===== config.mk =====
export PLATFORM = sky130hd
export DESIGN_NAME = inta_sequencer
export DESIGN_NICKNAME = d
export VERILOG_FILES = /design/src/rtl/inta_sequencer.sv
export SDC_FILE = /design/constraint.sdc
export NUM_CORES = 1
export LEC_CHECK = 0
export ABC_AREA = 1
export CAP_MARGIN = 20
export CORE_MARGIN = 2
export CORE_UTILIZATION = 50
export DETAILED_ROUTE_END_ITERATION = 8
export GPL_TIMING_DRIVEN = 0
export PLACE_DENSITY = 0.88
export SLEW_MARGIN = 20
export SYNTH_ARGS = -nofsm -noshare
export SYNTH_HDL_FRONTEND = slang
export SYNTH_SLANG_ARGS = --single-unit

===== constraint.sdc =====
create_clock -name clk -period 2.26 [get_ports clk]
set_input_delay 0.565 -clock clk [delete_from_list [all_inputs] [get_ports clk]]
set_output_delay 0.565 -clock clk [all_outputs]
set_load 0.01 [all_outputs]

===== src/rtl/inta_sequencer.sv =====
// inta_sequencer
//   CPU-side interrupt-acknowledge initiator for an 8259A-style PIC. It watches the
//   PIC's INT line, which is gated by the CPU interrupt-enable flag. It then issues the
//   two-pulse INTA sequence, captures the vector driven on DATA_IN during the second
//   pulse, and offers that vector to the core over a valid/ready handshake.
//
// Ports
//   clk        in   1      system clock, rising edge
//   rst_n      in   1      asynchronous active-low reset
//   INT        in   1      PIC interrupt request (asynchronous, synchronised here)
//   IF_EN      in   1      CPU interrupt-enable; 0 blocks new sequences
//   DATA_IN    in   VEC_W  PIC data bus, sampled in the last ACK2 cycle
//   VEC_READY  in   1      core accepts VEC_OUT
//   INTA       out  1      interrupt acknowledge, active low
//   VEC_OUT    out  VEC_W  captured vector
//   VEC_VALID  out  1      VEC_OUT holds an unconsumed vector
//   BUSY       out  1      FSM not in IDLE
module inta_sequencer #(
    parameter int INTA_LOW_CYCLES = 2,
    parameter int INTA_GAP_CYCLES = 2,
    parameter int VEC_W           = 8
) (
    input  logic             clk,
    input  logic             rst_n,
    input  logic             INT,
    input  logic             IF_EN,
    input  logic [VEC_W-1:0] DATA_IN,
    input  logic             VEC_READY,
    output logic             INTA,
    output logic [VEC_W-1:0] VEC_OUT,
    output logic             VEC_VALID,
    output logic             BUSY
);

    localparam int MAXC = (INTA_LOW_CYCLES > INTA_GAP_CYCLES) ? INTA_LOW_CYCLES
                                                              : INTA_GAP_CYCLES;
    localparam int CW   = $clog2(MAXC + 1);
    localparam logic [CW-1:0] LOW_LD = CW'(INTA_LOW_CYCLES - 1);
    localparam logic [CW-1:0] GAP_LD = CW'(INTA_GAP_CYCLES - 1);

    typedef enum logic [2:0] {
        S_IDLE,
        S_ACK1,
        S_GAP1,
        S_ACK2,
        S_HOLD,
        S_RECOV
    } state_t;

    state_t           state_q, state_d;
    logic [CW-1:0]    cnt_q, cnt_d;
    logic [VEC_W-1:0] vec_q, vec_d;
    logic             int_meta_q, int_s_q;
    logic             inta_q, valid_q, busy_q;

    // Two-flop synchroniser; only int_s_q is used downstream.
    always_ff @(posedge clk or negedge rst_n) begin
        if (!rst_n) begin
            int_meta_q <= 1'b0;
            int_s_q    <= 1'b0;
        end else begin
            int_meta_q <= INT;
            int_s_q    <= int_meta_q;
        end
    end

    // Each timed state is entered with cnt = N-1 and exits on the cycle where
    // cnt == 0, so it lasts exactly N cycles. The counter never decrements past 0.
    always_comb begin
        state_d = state_q;
        cnt_d   = cnt_q;
        vec_d   = vec_q;
        case (state_q)
            S_IDLE: begin
                if (int_s_q && IF_EN) begin
                    state_d = S_ACK1;
                    cnt_d   = LOW_LD;
                end
            end
            S_ACK1: begin
                if (cnt_q == '0) begin
                    state_d = S_GAP1;
                    cnt_d   = GAP_LD;
                end else begin
                    cnt_d = cnt_q - 1'b1;
                end
            end
            S_GAP1: begin
                if (cnt_q == '0) begin
                    state_d = S_ACK2;
                    cnt_d   = LOW_LD;
                end else begin
                    cnt_d = cnt_q - 1'b1;
                end
            end
            S_ACK2: begin
                if (cnt_q == '0) begin
                    state_d = S_HOLD;
                    vec_d   = DATA_IN;
                end else begin
                    cnt_d = cnt_q - 1'b1;
                end
            end
            S_HOLD: begin
                if (VEC_READY) begin
                    state_d = S_RECOV;
                    cnt_d   = GAP_LD;
                end
            end
            S_RECOV: begin
                if (cnt_q == '0) begin
                    state_d = S_IDLE;
                end else begin
                    cnt_d = cnt_q - 1'b1;
                end
            end
            default: begin
                state_d = S_IDLE;
                cnt_d   = '0;
            end
        endcase
    end

    // The outputs are registered copies decoded from the next state. As a result
    // they change on the same edge as the state and never follow an input
    // combinationally.
    always_ff @(posedge clk or negedge rst_n) begin
        if (!rst_n) begin
            state_q <= S_IDLE;
            cnt_q   <= '0;
            vec_q   <= '0;
            inta_q  <= 1'b1;
            valid_q <= 1'b0;
            busy_q  <= 1'b0;
        end else begin
            state_q <= state_d;
            cnt_q   <= cnt_d;
            vec_q   <= vec_d;
            inta_q  <= !((state_d == S_ACK1) || (state_d == S_ACK2));
            valid_q <= (state_d == S_HOLD);
            busy_q  <= (state_d != S_IDLE);
        end
    end

    assign INTA      = inta_q;
    assign VEC_OUT   = vec_q;
    assign VEC_VALID = valid_q;
    assign BUSY      = busy_q;

endmodule

# Word-level counts from Yosys, hierarchy flattened
# Index checks and enable logic that the tools add are counted.
# classes
add_sub_neg,1
multipliers,0
div,0
magnitude_cmp,0
eq_ne,11
n_shift,0
muxes,12
bitwise_logic,0
reduce_logical,10
# op_table
operator,count
$mux 3,6
$pmux 3 s6,1
$eq 3x2->1 const B,3
$eq 3x3->1 const B,3
$mux 2,4
$pmux 2 s4,1
$eq 3x1->1 const B,2
$ne 2x2->1 const B,3
$reduce_or 2->1,2
$logic_not 3->1,1
$reduce_and 3->1,1
$reduce_bool 3->1,1
$logic_not 2->1,1
$reduce_and 2->1,1
$sub 2x1->2 const B,1
$logic_and 1x1->1,1
$logic_not 1->1,1
$logic_or 1x1->1,1
# totals
ff_bits,18
latch_bits,0
mem_bits_rw,0
rom_bits,0
output_inout_bits,11
n_memories,0

# Depth between registers and ports, before layout
# logic_depth
word_depth,6
depth_mapped,9
ltp_nobuf,8

# Least setup slack after synthesis
# Ideal clock, no wire load.
# synth_path
path_type,register -> register
startpoint,register cnt_q[0]
endpoint,"register vec_q[6], in the netlist VEC_OUT[6]"
setup_time_ns,0.117
arrival_time_ns,1.152
t_required_ns,2.143
setup_slack_ns,0.991
stages_incl_launch_ff,8
path_buffers,2
period_less_slack_ns,1.269
path_cell_list,dfrtp_1 -> inv_1 -> ha_1 -> buf_2 -> nand4_4 -> buf_6 -> nand2_2 -> o21ai_2
# synth_via
elab_chain_len,2
# synth_rtl
item,line,rtl
from (decl),51,"logic [CW-1:0] cnt_q, cnt_d;"
from (signal assigned),137,cnt_q <= cnt_d;
$logic_not 2->1,97,if (cnt_q == '0) begin
$reduce_and 2->1 (no line),-,
to (signal assigned),138,vec_q <= vec_d;
to (decl),52,"logic [VEC_W-1:0] vec_q, vec_d;"
# Every way passes these cells.
# A chain may end at the register's enable or synchronous reset.

# Final worst setup path
# layout_path
startpoint,"register inta_q, in the netlist INTA"
endpoint,output INTA
# layout_rtl
item,line,rtl
from (decl),54,"logic inta_q, valid_q, busy_q;"
from (signal assigned),139,inta_q <= !((state_d == S_ACK1) || (state_d == S_ACK2));
to (decl),29,"output logic INTA,"
# No word-level cell between the ends.

==> impl_metrics.py <==
metrics = {
    "placement": {
        "place.detailed.hpwl_um": 1340,
        "placement.setup.worst_slack_ns": 0.639,
        "io_buffers": 23,
        "gp_routability_congestion": 0.827,
        "placed_cells": 150,
    },
    "sta": {
        "setup_total_negative_slack_ns": 0,
        "fmaxAchievable_ghz": 0.524,
        "timing.final.ws_setup_ns": 0.353,
        "worst-slew-pin-transition_ns": 0.766,
        "grt_setup_unrepaired": "no",
        "timing_max_transition_violations_final": 0,
        "clock-skew-final_ns": 0.00345,
        "final_hold_viol_count": 0,
        "finalCritPeriodShare_pct": 84.4,
        "relSlewSlack_pct": 48.7,
        "setup_violations": 0,
        "finalWorstPathRequiredPeriod_ns": 1.91,
    },
    "synthesis": {
        "synth_enable_flop_cells": 0,
        "synth_warnings": 0,
        "synth_cells": 102,
        "synth_nets": 117,
        "synth_ff_type": "sky130_fd_sc_hd__dfrtp_1",
        "synth_area_per_cell_um2": 9.07,
        "synthArstFlopShare_pct": 100,
        "synth.lib_cells_used.distinct": 22,
        "netlist_area_um2": 925,
        "ys_seq_elements": 18,
        "seq_area_frac_synth_pct": 48.8,
    },
    "layout": {
        "postLayoutCoreUtil_pct": 70.8,
        "fillCellCount": 135,
        "antenna_cells_inserted": 0,
        "flow.area_growth_from_synthesis_pct": 32.2,
        "nNetsFinal": 145,
        "layoutNonFillerInstCount": 154,
        "final_cell_mix": "sky130_fd_sc_hd__nand2_1, sky130_fd_sc_hd__clkdlybuf4s50_1, sky130_fd_sc_hd__dfrtp_1, sky130_fd_sc_hd__inv_1, sky130_fd_sc_hd__o21ai_2",
        "leading_cell_type_in_the_layout_fill_and_taps_excluded": "sky130_fd_sc_hd__nand2_1",
        "share_of_layout_cells_above_drive_strength_1_pct": 20.9,
    },
    "clocking": {
        "clk_latency_ns": 0.29,
        "numCtsBuffers": 3,
        "cts.sink_count": 18,
        "htree_levels": 1,
        "cts.path.max_buffers": 2,
        "postCtsHoldBufs": 0,
        "clk_tree_root_cell": "sky130_fd_sc_hd__clkbuf_4",
        "cts_tree": "done",
        "ctsResizeCount": 0,
        "post_cts_buffers": 0,
        "path_clk_slew_ns": 0.10,
    },
    "setup_path": {
        "timing_worst_setup_path_type": "register to primary output",
        "timing.reg2reg.setup_slack_ns": 0.84,
        "arrival_ns": 1.34,
        "crit_path_max_incr_delay_ns": 0.53,
        "timing.critical_path.fanout_max": 1,
        "worst-path-stages": 1,
        "critPathLaunchType": "register",
        "crit_path_cells": "clkdlybuf4s50_1",
        "timing.critical_path.required_ns": 1.69,
        "worstPathBufferInverterCount": 1,
        "rr_endpoint": "VEC_VALID",
        "cp_slowest_cell": "sky130_fd_sc_hd__dfstp_2",
        "rr_worst_depth": 8,
        "timing.rr.start": "cnt_q[0]",
        "setup.worst_path.start": "INTA",
        "cp-end-kind": "primary output",
        "worst_path_dominant_cell_family": "flip-flops",
        "critical_path_destination": "INTA",
    },
    "floorplan": {
        "die-area_mm2": 0.00221,
        "standard_cell_row_count": 15,
        "fp.coreArea_mm2": 0.00173,
        "die_x_um": 47.0,
        "chipHeight_um": 47.0,
        "num_io_pins": 24,
        "effective_utilization_at_floorplan_pct": 53.6,
    },
    "drt": {
        "routedWlPerCell_um": 11.2,
        "route.antenna.remaining_nets": 0,
        "wirelength_um": 1730,
        "via_count": 754,
        "drt_iter0_markers": 15,
        "detailedRoute.firstPassIterationCount": 4,
        "remaining_routing_drc_violations": 0,
        "detail_route.vias_per_cell": 4.90,
    },
    "global_route": {
        "number_of_antenna_violations_at_the_first_check_in_global_routing": 0,
        "grt_start_max_net_pins": 19,
        "total_global_routing_overflow": 0,
        "grt_pass1_vias": 752,
        "track_usage_pct": 20.2,
        "grt_pass1_wl_um": 3130,
    },
    "pwr": {
        "p_leak_nw": 0.616,
        "vdd.ir_drop.worst_uv": 782,
        "power_per_cell_area_mw_per_mm2": 1340,
    },
    "worst_hold_path": {
        "timing.hold.worst.class": "register to register",
        "min-delay-start": "int_meta_q",
    },
    "status": {
        "status": "finished, final reports clean",
    },
    "job": {
        "max-cap-violations": 0,
    },
}
## final cells by class
cell class              count  area [um2]  share of cell area [%]
inverters                  18        67.6                    5.53
multi-input cells          62         370                    30.3
plain buffers               4        35.0                    2.87
repair buffers             23         230                    18.8
clock buffers               4        36.3                    2.97
well taps                  25        31.3                    2.56
flip-flops and latches     18         452                    36.9
## state kept, by name (all words and copies together) (netlist names)
signal / cells
int_s_q: 1
state_q: 3
cnt_q: 2
VEC_OUT: 8
BUSY: 1
int_meta_q: 1
INTA: 1
VEC_VALID: 1
## logic make-up after synthesis
logic type | share of synthesized area (%)
and+or+nand+nor | 27.2
buffers and inverters | 11.1
DFF | 48.9
AOI/OAI and AO/OA | 10.1
adders and majority gates | 2.71
## power by group
| part | internal (mW) | switching [mW] |
|---|---|---|
| logic | 0.416 | 0.483 |
| clock network | 0.0982 | 0.0973 |
| registers | 0.466 | 0.0831 |
## per-stage QoR
stage	area (um2)	total power [mW]	hold WS, ns
final	1220	1.64	0.360
after CTS	1220	1.65	0.367
after global placement	1190	1.41	0.334
after detailed placement	1190	1.45	0.343
after floorplan	925	1.12	0.269
after global routing	1220	1.77	0.378
## Yosys cell counts (2+ instances only)
master / count / area share, %
sky130_fd_sc_hd__buf_6: 2 / 2.4
sky130_fd_sc_hd__o21ai_2: 9 / 8.5
sky130_fd_sc_hd__nand2_2: 4 / 2.7
sky130_fd_sc_hd__nand2_1: 26 / 11
sky130_fd_sc_hd__a21oi_1: 3 / 1.6
sky130_fd_sc_hd__dfrtp_1: 17 / 46
sky130_fd_sc_hd__ha_1: 2 / 2.7
sky130_fd_sc_hd__nand3_1: 7 / 3.8
sky130_fd_sc_hd__inv_1: 17 / 6.9
sky130_fd_sc_hd__nor2_1: 3 / 1.2
## routing by layer
| metal | vias up | track usage [%] | part of all wire (%) |
|---|---|---|---|
| met5 | - | 0 | 0 |
| met1 | 346 | 25.7 | 41 |
| met3 | 5 | 3.46 | 6.9 |
| li1 | 368 | - | - |
| met2 | 35 | 33.4 | 51 |
| met4 | 0 | 9.44 | 1.7 |
## worst min path at each step
stage | cells past startpoint | slack (ns) | end
after floorplan | 0 | 0.27 | BUSY
after global placement | 0 | 0.33 | int_s_q
after detailed placement | 0 | 0.34 | int_s_q
after CTS | 0 | 0.37 | int_s_q
after global routing | 0 | 0.38 | int_s_q
final | 0 | 0.36 | int_s_q
Power figures use the tool's default switching activity.
